==> config.mk <==
export PLATFORM = sky130hd
export DESIGN_NAME = fetch_sequencer
export DESIGN_NICKNAME = d
export VERILOG_FILES = /design/src/rtl/fetch_sequencer.sv
export SDC_FILE = /design/constraint.sdc
export NUM_CORES = 1
export LEC_CHECK = 0
export ABC_CLOCK_PERIOD_IN_PS = 3600
export BUFFER_PORTS_ARGS = -buffer_cell sky130_fd_sc_hd__buf_2
export CAP_MARGIN = 20
export CORE_MARGIN = 3
export CORE_UTILIZATION = 54
export CTS_CLUSTER_SIZE = 24
export DETAILED_ROUTE_END_ITERATION = 10
export PLACE_DENSITY = 0.92
export SETUP_SLACK_MARGIN = 0.2
export SLEW_MARGIN = 20
export SYNTH_ARGS = -nofsm -noshare
export SYNTH_HDL_FRONTEND = slang
export SYNTH_SLANG_ARGS = --single-unit
==> constraint.sdc <==
create_clock -name clk -period 3.6 [get_ports clk]
set_clock_uncertainty 0.15 [all_clocks]
set_input_delay 0 -clock clk [delete_from_list [all_inputs] [get_ports clk]]
set_output_delay 0 -clock clk [all_outputs]
set_load 0.01 [all_outputs]
==> src/rtl/fetch_sequencer.sv <==
// fetch_sequencer
//   Produces the instruction fetch address for the single-cycle CPU.
//   It steps through addresses in order and takes absolute jumps and relative
//   branches from the execute side. It also handles a stall handshake, a halt
//   request and an optional limit on the number of accepted instructions.
// Ports
//   clk, rst_n        clock (rising edge) and asynchronous active-low reset
//   pc, pc_valid      fetch address and its valid flag (registered)
//   pc_ready, stall   consumer accept and hold; stall blocks acceptance
//   redirect_valid/_target   absolute jump
//   branch_taken/_off        relative branch, signed, in PC_STEP units
//   halt_req, halted  stop request and HALT state indicator (registered)
//   instr_count       number of accepted pcs since reset (wraps)
module fetch_sequencer #(
  parameter int                PC_W      = 32,
  parameter logic [PC_W-1:0]   RESET_PC  = '0,
  parameter int                PC_STEP   = 1,
  parameter int unsigned       MAX_INSTR = 0
) (
  input  logic            clk,
  input  logic            rst_n,
  output logic [PC_W-1:0] pc,
  output logic            pc_valid,
  input  logic            pc_ready,
  input  logic            stall,
  input  logic            redirect_valid,
  input  logic [PC_W-1:0] redirect_target,
  input  logic            branch_taken,
  input  logic [15:0]     branch_off,
  input  logic            halt_req,
  output logic            halted,
  output logic [31:0]     instr_count
);

  typedef enum logic [1:0] {BOOT, RUN, HALT} state_t;

  localparam logic [PC_W-1:0] STEP  = PC_W'(PC_STEP);
  localparam logic [31:0]     LIMIT = 32'(MAX_INSTR);

  state_t          state;
  logic            accept;
  logic [31:0]     cnt_inc;
  logic            limit_hit;
  logic [PC_W-1:0] br_sext;
  logic [PC_W-1:0] br_tgt;

  // pc_valid is high only in RUN, so accept cannot happen in BOOT or HALT.
  assign accept    = pc_valid & pc_ready & ~stall;
  assign cnt_inc   = instr_count + 32'd1;
  assign limit_hit = (LIMIT != 32'd0) && accept && (cnt_inc == LIMIT);
  assign br_sext   = PC_W'($signed(branch_off));
  // Multiply and add are both taken modulo 2^PC_W, so a wrap past the
  // address space is silent.
  assign br_tgt    = pc + br_sext * STEP;

  always_ff @(posedge clk or negedge rst_n) begin
    if (!rst_n) begin
      state       <= BOOT;
      pc          <= RESET_PC;
      pc_valid    <= 1'b0;
      halted      <= 1'b0;
      instr_count <= '0;
    end else begin
      case (state)
        BOOT: begin
          if (halt_req) begin
            state  <= HALT;
            halted <= 1'b1;
          end else begin
            state    <= RUN;
            pc_valid <= 1'b1;
          end
        end
        RUN: begin
          if (accept) instr_count <= cnt_inc;
          // Halt and the limit both freeze pc. A redirect or branch in the
          // same cycle is dropped.
          if (halt_req || limit_hit) begin
            state    <= HALT;
            pc_valid <= 1'b0;
            halted   <= 1'b1;
          end else if (redirect_valid) begin
            pc <= redirect_target;
          end else if (branch_taken) begin
            pc <= br_tgt;
          end else if (accept) begin
            pc <= pc + STEP;
          end
        end
        default: begin
          // HALT: every input is ignored until reset.
          state    <= HALT;
          pc_valid <= 1'b0;
          halted   <= 1'b1;
        end
      endcase
    end
  end

endmodule

==> results.md, run 1 <==
- Slew Limit Fails: 0
- Num CTS Buffers: 9
- Slowest stage delay, CP: 0.43 ns
- DP HPWL: 9179 µm
- Core Region: 8258 µm²
- Top-area cell type share of the netlist area: 36.83%
- CTS root buf: clkbuf_8
- Drc violations: 0
- Final hold vios: 0
- Max VDD drop: 208.2 µV
- Synth Area per Inst: 8.653 µm²
- CTS tree: built
- Io pins: 121
- Crit-path max FO: 7
- Leak: 0.002786 µW
- Via total after detailed routing: 4703
- Post-synth EDFFs: 0
- Cell area power density: 315.4 nW/µm²
- Hold Crit Class: input port to flip-flop
- Clock buffer depth: 2
- Register area: 1702 µm²
- Syn nets: 606
- RSZ-0062 raised after global routing: false
- Startpoint Class: flip-flop
- Clock sinks: 68
- Fin crit period: 3.244 ns
- Arrival time at the worst endpoint: 3.33 ns
- Period utilization: 90.11%
- Final nets: 748
- First-pass GRT wire length: 22120 µm
- Row count: 33
- Iter 0 DRT Violations: 437
- Setup CP Type: flip-flop to flip-flop
- Initial antenna violation count: 0
- Peak Freq: 0.3083 GHz
- Die Footprint: 9703 µm²
- Starting density of the core: 55.95%
- Gr ovfl total: 0
- Power, Total: 1867 µW
- Dominant synthesized flop cell: dfrtp_1
- Fraction of the yosys area taken by sequential cells: 36.83%
- Ys async rst share: 100.0%
- PortBufs: 120
- GR Util All Layers: 27.43%
- Final-report setup violation count: 0
- Cell variety after synth: 66
- Worst path cell trace: ha_1, fa_1, a21o_1, a221oi_4, o221ai_2, a31oi_4, nor2_2, a22oi_1, nor4_1, a311o_1
- Worst skew pair latency: 0.36 ns
- Mapped Area: 4621 µm²
- Ant. Diodes: 0
- Largest net degree at the start of global routing: 52
- Yosys warns: 0
- Max cap viols: 0
- Syn Inst Count: 534
- Worst Path Required: 3.69 ns
- Final ANT Viol Nets: 0
- # fillers: 624
- Die Y: 98.51 µm
- DRT Wirelength: 13510 µm
- Ratio of cells with drive above 1 in the final layout: 23.20%
- Gpl congestion: 0.9793
- Vias/cell: 5.983
- Setup tns final: 0 ns
- # H-tree levels: 3
- Die X-Extent: 98.51 µm
- Number of global-route vias before repair: 4719
- Worst path slowest cell: fa_1
- Total iterations of the first detailed-routing run: 5
- Slew Limit Headroom: 33.67%
- Layout area overhead: 28.13%
- Outcome: finished, final reports clean
- Flops & latches, synth: 68
- Area of the multi-input gates: 2781 µm²
- Post-CTS Setup Repair Bufs: 0
- Top area cells in the synthesized netlist: dfrtp_1 (37%), xnor2_1 (6.4%), nand2_1 (5.8%)
- Worst-margin pin slew: 0.9949 ns
- WL/cell: 17.19 µm
- Clk pin slew, worst setup/hold paths: 0.08 ns
- Crit. End Element: flip-flop
- Top cell type by total area after synthesis: dfrtp_1
synth_stat cells (all sizes together) (2+ instances only):
cell and instances:
xnor2 34, and2 22, buf 9, or4 4, nand3b 2, a21o 6
and4 5, or3 4, a31oi 11, clkbuf 23, nand2 72, o311ai 2
a2bb2oi 7, inv 7, nor4b 2, o22ai 6, nand2b 4, a221oi 2
nor4 13, a311o 5, o21ai 24, xor2 11, o22a 3, and3 11
mux2 3, nand4 12, nor3 10, nand3 36, o21a 6, dfrtp 68
a21oi 23, mux2i 12, nor2 41, ha 16, o311a 2, nor2b 2
path summary, 6_finish.rpt:
path                                        startpoint                          end  slack [ns]  cells past startpoint
setup / recovery                     pc[0]$_DFFE_PN0P_           pc[16]$_DFFE_PN0P_        0.36                     10
hold / removal                           branch_off[0]            pc[0]$_DFFE_PN0P_        0.05                      5
setup reg to reg                     pc[0]$_DFFE_PN0P_           pc[16]$_DFFE_PN0P_        0.36                     10
hold reg to reg            instr_count[31]$_DFFE_PN0P_  instr_count[31]$_DFFE_PN0P_        0.32                      1
max in group asynchronous                        rst_n           pc[11]$_DFFE_PN0P_        2.22                      3
min in group asynchronous                        rst_n   instr_count[3]$_DFFE_PN0P_        0.12                      2
area by class of cell:
| type | count | area share (%) |
|---|---|---|
| flip-flops and latches | 68 | 28.74 |
| inverters | 7 | 0.4438 |
| well taps | 105 | 2.219 |
| multi-input cells | 427 | 46.98 |
| clock buffers | 10 | 2.156 |
| clock inverters | 6 | 2.303 |
| repair buffers | 163 | 17.16 |
registers in the layout (all words and copies together), names as in the netlist:
signal / cells
instr_count: 32
pc: 32
state: 2
halted: 1
pc_valid: 1
cells in the final DEF, fill, tap and decap left out, drive strengths merged, types with 6 or more instances in the layout:
| cell | count |
|---|---|
| nor4 | 13 |
| nor3 | 10 |
| o21ai | 24 |
| dlygate4sd3 | 37 |
| nand3 | 36 |
| mux2i | 12 |
| o21a | 6 |
| xnor2 | 34 |
| nand4 | 12 |
| buf | 126 |
| and3 | 11 |
| a31oi | 11 |
| nand2 | 72 |
| xor2 | 11 |
| ha | 16 |
| inv | 7 |
| a21o | 6 |
| clkbuf | 10 |
| dfrtp | 68 |
| a21oi | 23 |
| nor2 | 41 |
| o22ai | 6 |
| a2bb2oi | 7 |
| and2 | 22 |
kinds of logic after synthesis:
group,share of synthesized area [%]
and+or+nand+nor,26.46
AOI/OAI and AO/OA,16.41
DFF,36.83
xor gates and xnor gates,8.530
buffers and inverters,3.602
adders and majority gates,4.766
muxes,3.412
per-stage QoR:
| stage | util, % | hold slack (ns) | instance area (µm²) | worst slack (ns) | std cells |
|---|---|---|---|---|---|
| after detailed placement | 63.88 | -0.002395 | 5275 | 0.2541 | 733 |
| final | 71.70 | 0.04675 | 5921 | 0.3560 | 786 |
| after global routing | 71.70 | 0.08655 | 5921 | 0.2619 | 786 |
| after floorplan | - | -0.4456 | 4621 | 0.6143 | 534 |
| after global placement | 63.88 | -0.01849 | 5275 | 0.4450 | 733 |
| after CTS | 71.56 | 0.03322 | 5909 | 0.2991 | 786 |
layer usage:
metal	vias to the layer above	global-route usage (%)	share of wire (%)
li1	2213	-	-
met1	2228	33.62	40
met5	-	0	0
met4	0	9.139	2.1
met2	228	47.89	50
met3	34	6.016	7.9
power by group:
| part | internal [µW] | switching, µW |
|---|---|---|
| combinational | 105 | 126 |
| sequential | 772 | 14.4 |
| clock | 532 | 318 |
worst max-delay path, delay by kind of cell (launching register included):
family	cells	cell delay, ns
simple gates	2	0.13
flops	1	0.40
compound gates	6	1.78
fa+ha+maj	2	0.67
repair_timing:
action | in CTS | in global routing
resized for setup | 0 | 1
hold buffers | 37 | 0
hold endpoints to repair | 74 | 0
endpoints found under the setup margin | 0 | 1
Note: power is estimated with default switching activity, not from simulation.
==> run 2, diff against run 1 <==
--- a/config.mk
+++ b/config.mk
@@ -5,7 +5,7 @@
 export SDC_FILE = /design/constraint.sdc
 export NUM_CORES = 1
 export LEC_CHECK = 0
-export ABC_CLOCK_PERIOD_IN_PS = 3600
+export ABC_CLOCK_PERIOD_IN_PS = 3730
 export BUFFER_PORTS_ARGS = -buffer_cell sky130_fd_sc_hd__buf_2
 export CAP_MARGIN = 20
 export CORE_MARGIN = 3
==> constraint.sdc (replaced) <==
create_clock -name clk -period 3.73 [get_ports clk]
set_clock_uncertainty 0.15 [all_clocks]
set_input_delay 0 -clock clk [delete_from_list [all_inputs] [get_ports clk]]
set_output_delay 0 -clock clk [all_outputs]
set_load 0.01 [all_outputs]
==> results.md, run 2 (synthesis gave the netlist of run 1 again) <==
- Setup CP Type: flip-flop to flip-flop
- Clock buffer depth: 2 (unchanged)
- Num CTS Buffers: 9 (unchanged)
- Max VDD drop: 159.2 µV (-24%)
- Slew Limit Headroom: 36.64% (+3.0 points)
- Row count: 33 (unchanged)
- Final nets: 747 (-0.13%)
- Slowest stage delay, CP: 0.44 ns (about the same)
- Cell area power density: 260.9 nW/µm² (-17%)
- CTS root buf: clkbuf_8
- Worst skew pair latency: 0.34 ns (-0.02 ns)
- Layout area overhead: 25.59%
- Vias/cell: 5.989 (about the same)
- Die Footprint: 9703 µm² (unchanged)
- Layer with the highest usage: met2
- Worst Path Required: 3.80 ns (+0.11 ns)
- Gr ovfl total: 0 (unchanged)
- Worst-margin pin slew: 0.9504 ns (-0.04452 ns)
- Worst path cell trace: ha_1, fa_1, a21o_1, a221oi_2, o221ai_2, a31oi_4, nor2_2, a22oi_1, nor4_1, a311o_1
- First-pass GRT wire length: 22070 µm (-0.22%)
- Period utilization: 87.73% (-2.4 points)
- Iter 0 DRT Violations: 443 (+1.4%)
- Worst path slowest cell: a221oi_2
- Leak: 0.002741 µW (-1.6%)
- WL/cell: 16.80 µm (-2.3%)
- Fin crit period: 3.272 ns (+0.02832 ns)
- Core Region: 8258 µm² (unchanged)
- Final hold vios: 0 (unchanged)
- Die Y: 98.51 µm (unchanged)
- Ant. Diodes: 0 (unchanged)
- DRT Wirelength: 13170 µm (-2.5%)
- Final worst slack: 0.4577 ns (+0.1017 ns)
- Setup tns final: 0 ns (unchanged)
- Arrival time at the worst endpoint: 3.35 ns (+0.02 ns)
- Number of global-route vias before repair: 4770 (+1.1%)
- Hold Crit Class: input port to flip-flop
- Final-report setup violation count: 0 (unchanged)
- RSZ-0062 raised after global routing: false
- Crit-path max FO: 7 (unchanged)
- Pre-CTS setup slack: 0.4373 ns (+0.1832 ns)
- Starting density of the core: 55.95% (unchanged)
- Io pins: 121 (unchanged)
- Power, Total: 1514 µW (-19%)
- Die X-Extent: 98.51 µm (unchanged)
- Cell family with most CP delay: compound AO/OA/AOI/OAI gates
- Clock sinks: 68 (unchanged)
- PortBufs: 120 (unchanged)
- Gpl congestion: 0.9565 (-2.3%)
- Max cap viols: 0 (unchanged)
- Peak Freq: 0.3056 GHz (-0.87%)
- DP HPWL: 9163 µm (-0.17%)
- Post-CTS Setup Repair Bufs: 0 (unchanged)
- Clk pin slew, worst setup/hold paths: 0.08 ns (about the same)
- Outcome: finished, final reports clean
- M3 GR Usage: 5.874% (-0.14 points)
- R2R setup slack: 0.46 ns (+0.10 ns)
- Via total after detailed routing: 4695 (-0.17%)
- GR Util met1: 32.69% (-0.93 points)
- Startpoint Class: flip-flop
- Slew Limit Fails: 0 (unchanged)
- # H-tree levels: 3 (unchanged)
- Commonest non-fill, non-tap cell in the layout: buf_2
- Initial antenna violation count: 0 (unchanged)
- Worst path bufs/invs: 0 (unchanged)
- Total iterations of the first detailed-routing run: 6 (+1)
- Ratio of cells with drive above 1 in the final layout: 23.12% (-0.079 points)
- Commonest cells after routing, fill and taps aside: buf_2 (120), nand2_1 (71), dfrtp_1 (68)
- Crit. End Element: flip-flop
- Final ANT Viol Nets: 0 (unchanged)
- GR Util All Layers: 27.42% (about the same)
- # resized after CTS: 0 (unchanged)
- Drc violations: 0 (unchanged)
- Largest net degree at the start of global routing: 52 (unchanged)
- GR Util met2: 48.41% (+0.52 points)
- CTS tree: built
- Regs by FF count: instr_count x32, pc x32, state x2
==> run 2: worst paths after layout <==
path	from	end	cells past startpoint
hold reg to reg	halted$_DFFE_PN0P_	halted$_DFFE_PN0P_	1
hold / removal	pc_ready	instr_count[1]$_DFFE_PN0P_	4
setup / recovery	pc[0]$_DFFE_PN0P_	pc[16]$_DFFE_PN0P_	10
max in group asynchronous	rst_n	instr_count[24]$_DFFE_PN0P_	3
min in group asynchronous	rst_n	instr_count[8]$_DFFE_PN0P_	2
setup reg to reg	pc[0]$_DFFE_PN0P_	pc[16]$_DFFE_PN0P_	10
==> run 2: report_power, final <==
group	switching, µW	internal [µW]
Clock	280	255
Combinational	119	101
Sequential	14.3	746
Total	413	1100
==> run 2: timing repair <==
action / in CTS / in global routing
endpoints found under the setup margin: 0 / 0
endpoints found under the hold margin: 70 / 0
hold buffers: 36 / 0
==> run 2: final cells by class <==
class                   count  area [µm²]
clock buffers              11       141.4
clock inverters             4       26.28
well taps                 105       131.4
fillers                   600        2455
inverters                   7       26.28
multi-input cells         427        2770
flip-flops and latches     68        1702
repair buffers            162        1006
==> run 2: layer usage <==
metal / vias to the layer above / part of all wire [%]
met5: - / 0
met4: 0 / 3.0
met3: 40 / 7.5
met2: 218 / 50
met1: 2224 / 39
li1: 2213 / -
==> run 2: through the flow <==
step	utilization (%)	instances	instance area [µm²]	hold WS, ns
6_report	70.27	784	5803	0.02069
5_1_grt	70.27	784	5803	0.007190
4_1_cts	70.27	784	5803	0.004614
3_5_place_dp	63.88	733	5275	-0.03993
3_3_place_gp	63.88	733	5275	-0.04192
2_1_floorplan	-	534	4621	-0.4456
==> run 2: tightest hold or removal path, stage by stage <==
cell and delay [ns]:
buf_2 0.10, nand2_1 0.09, nor4b_2 0.08, mux2_2 0.22
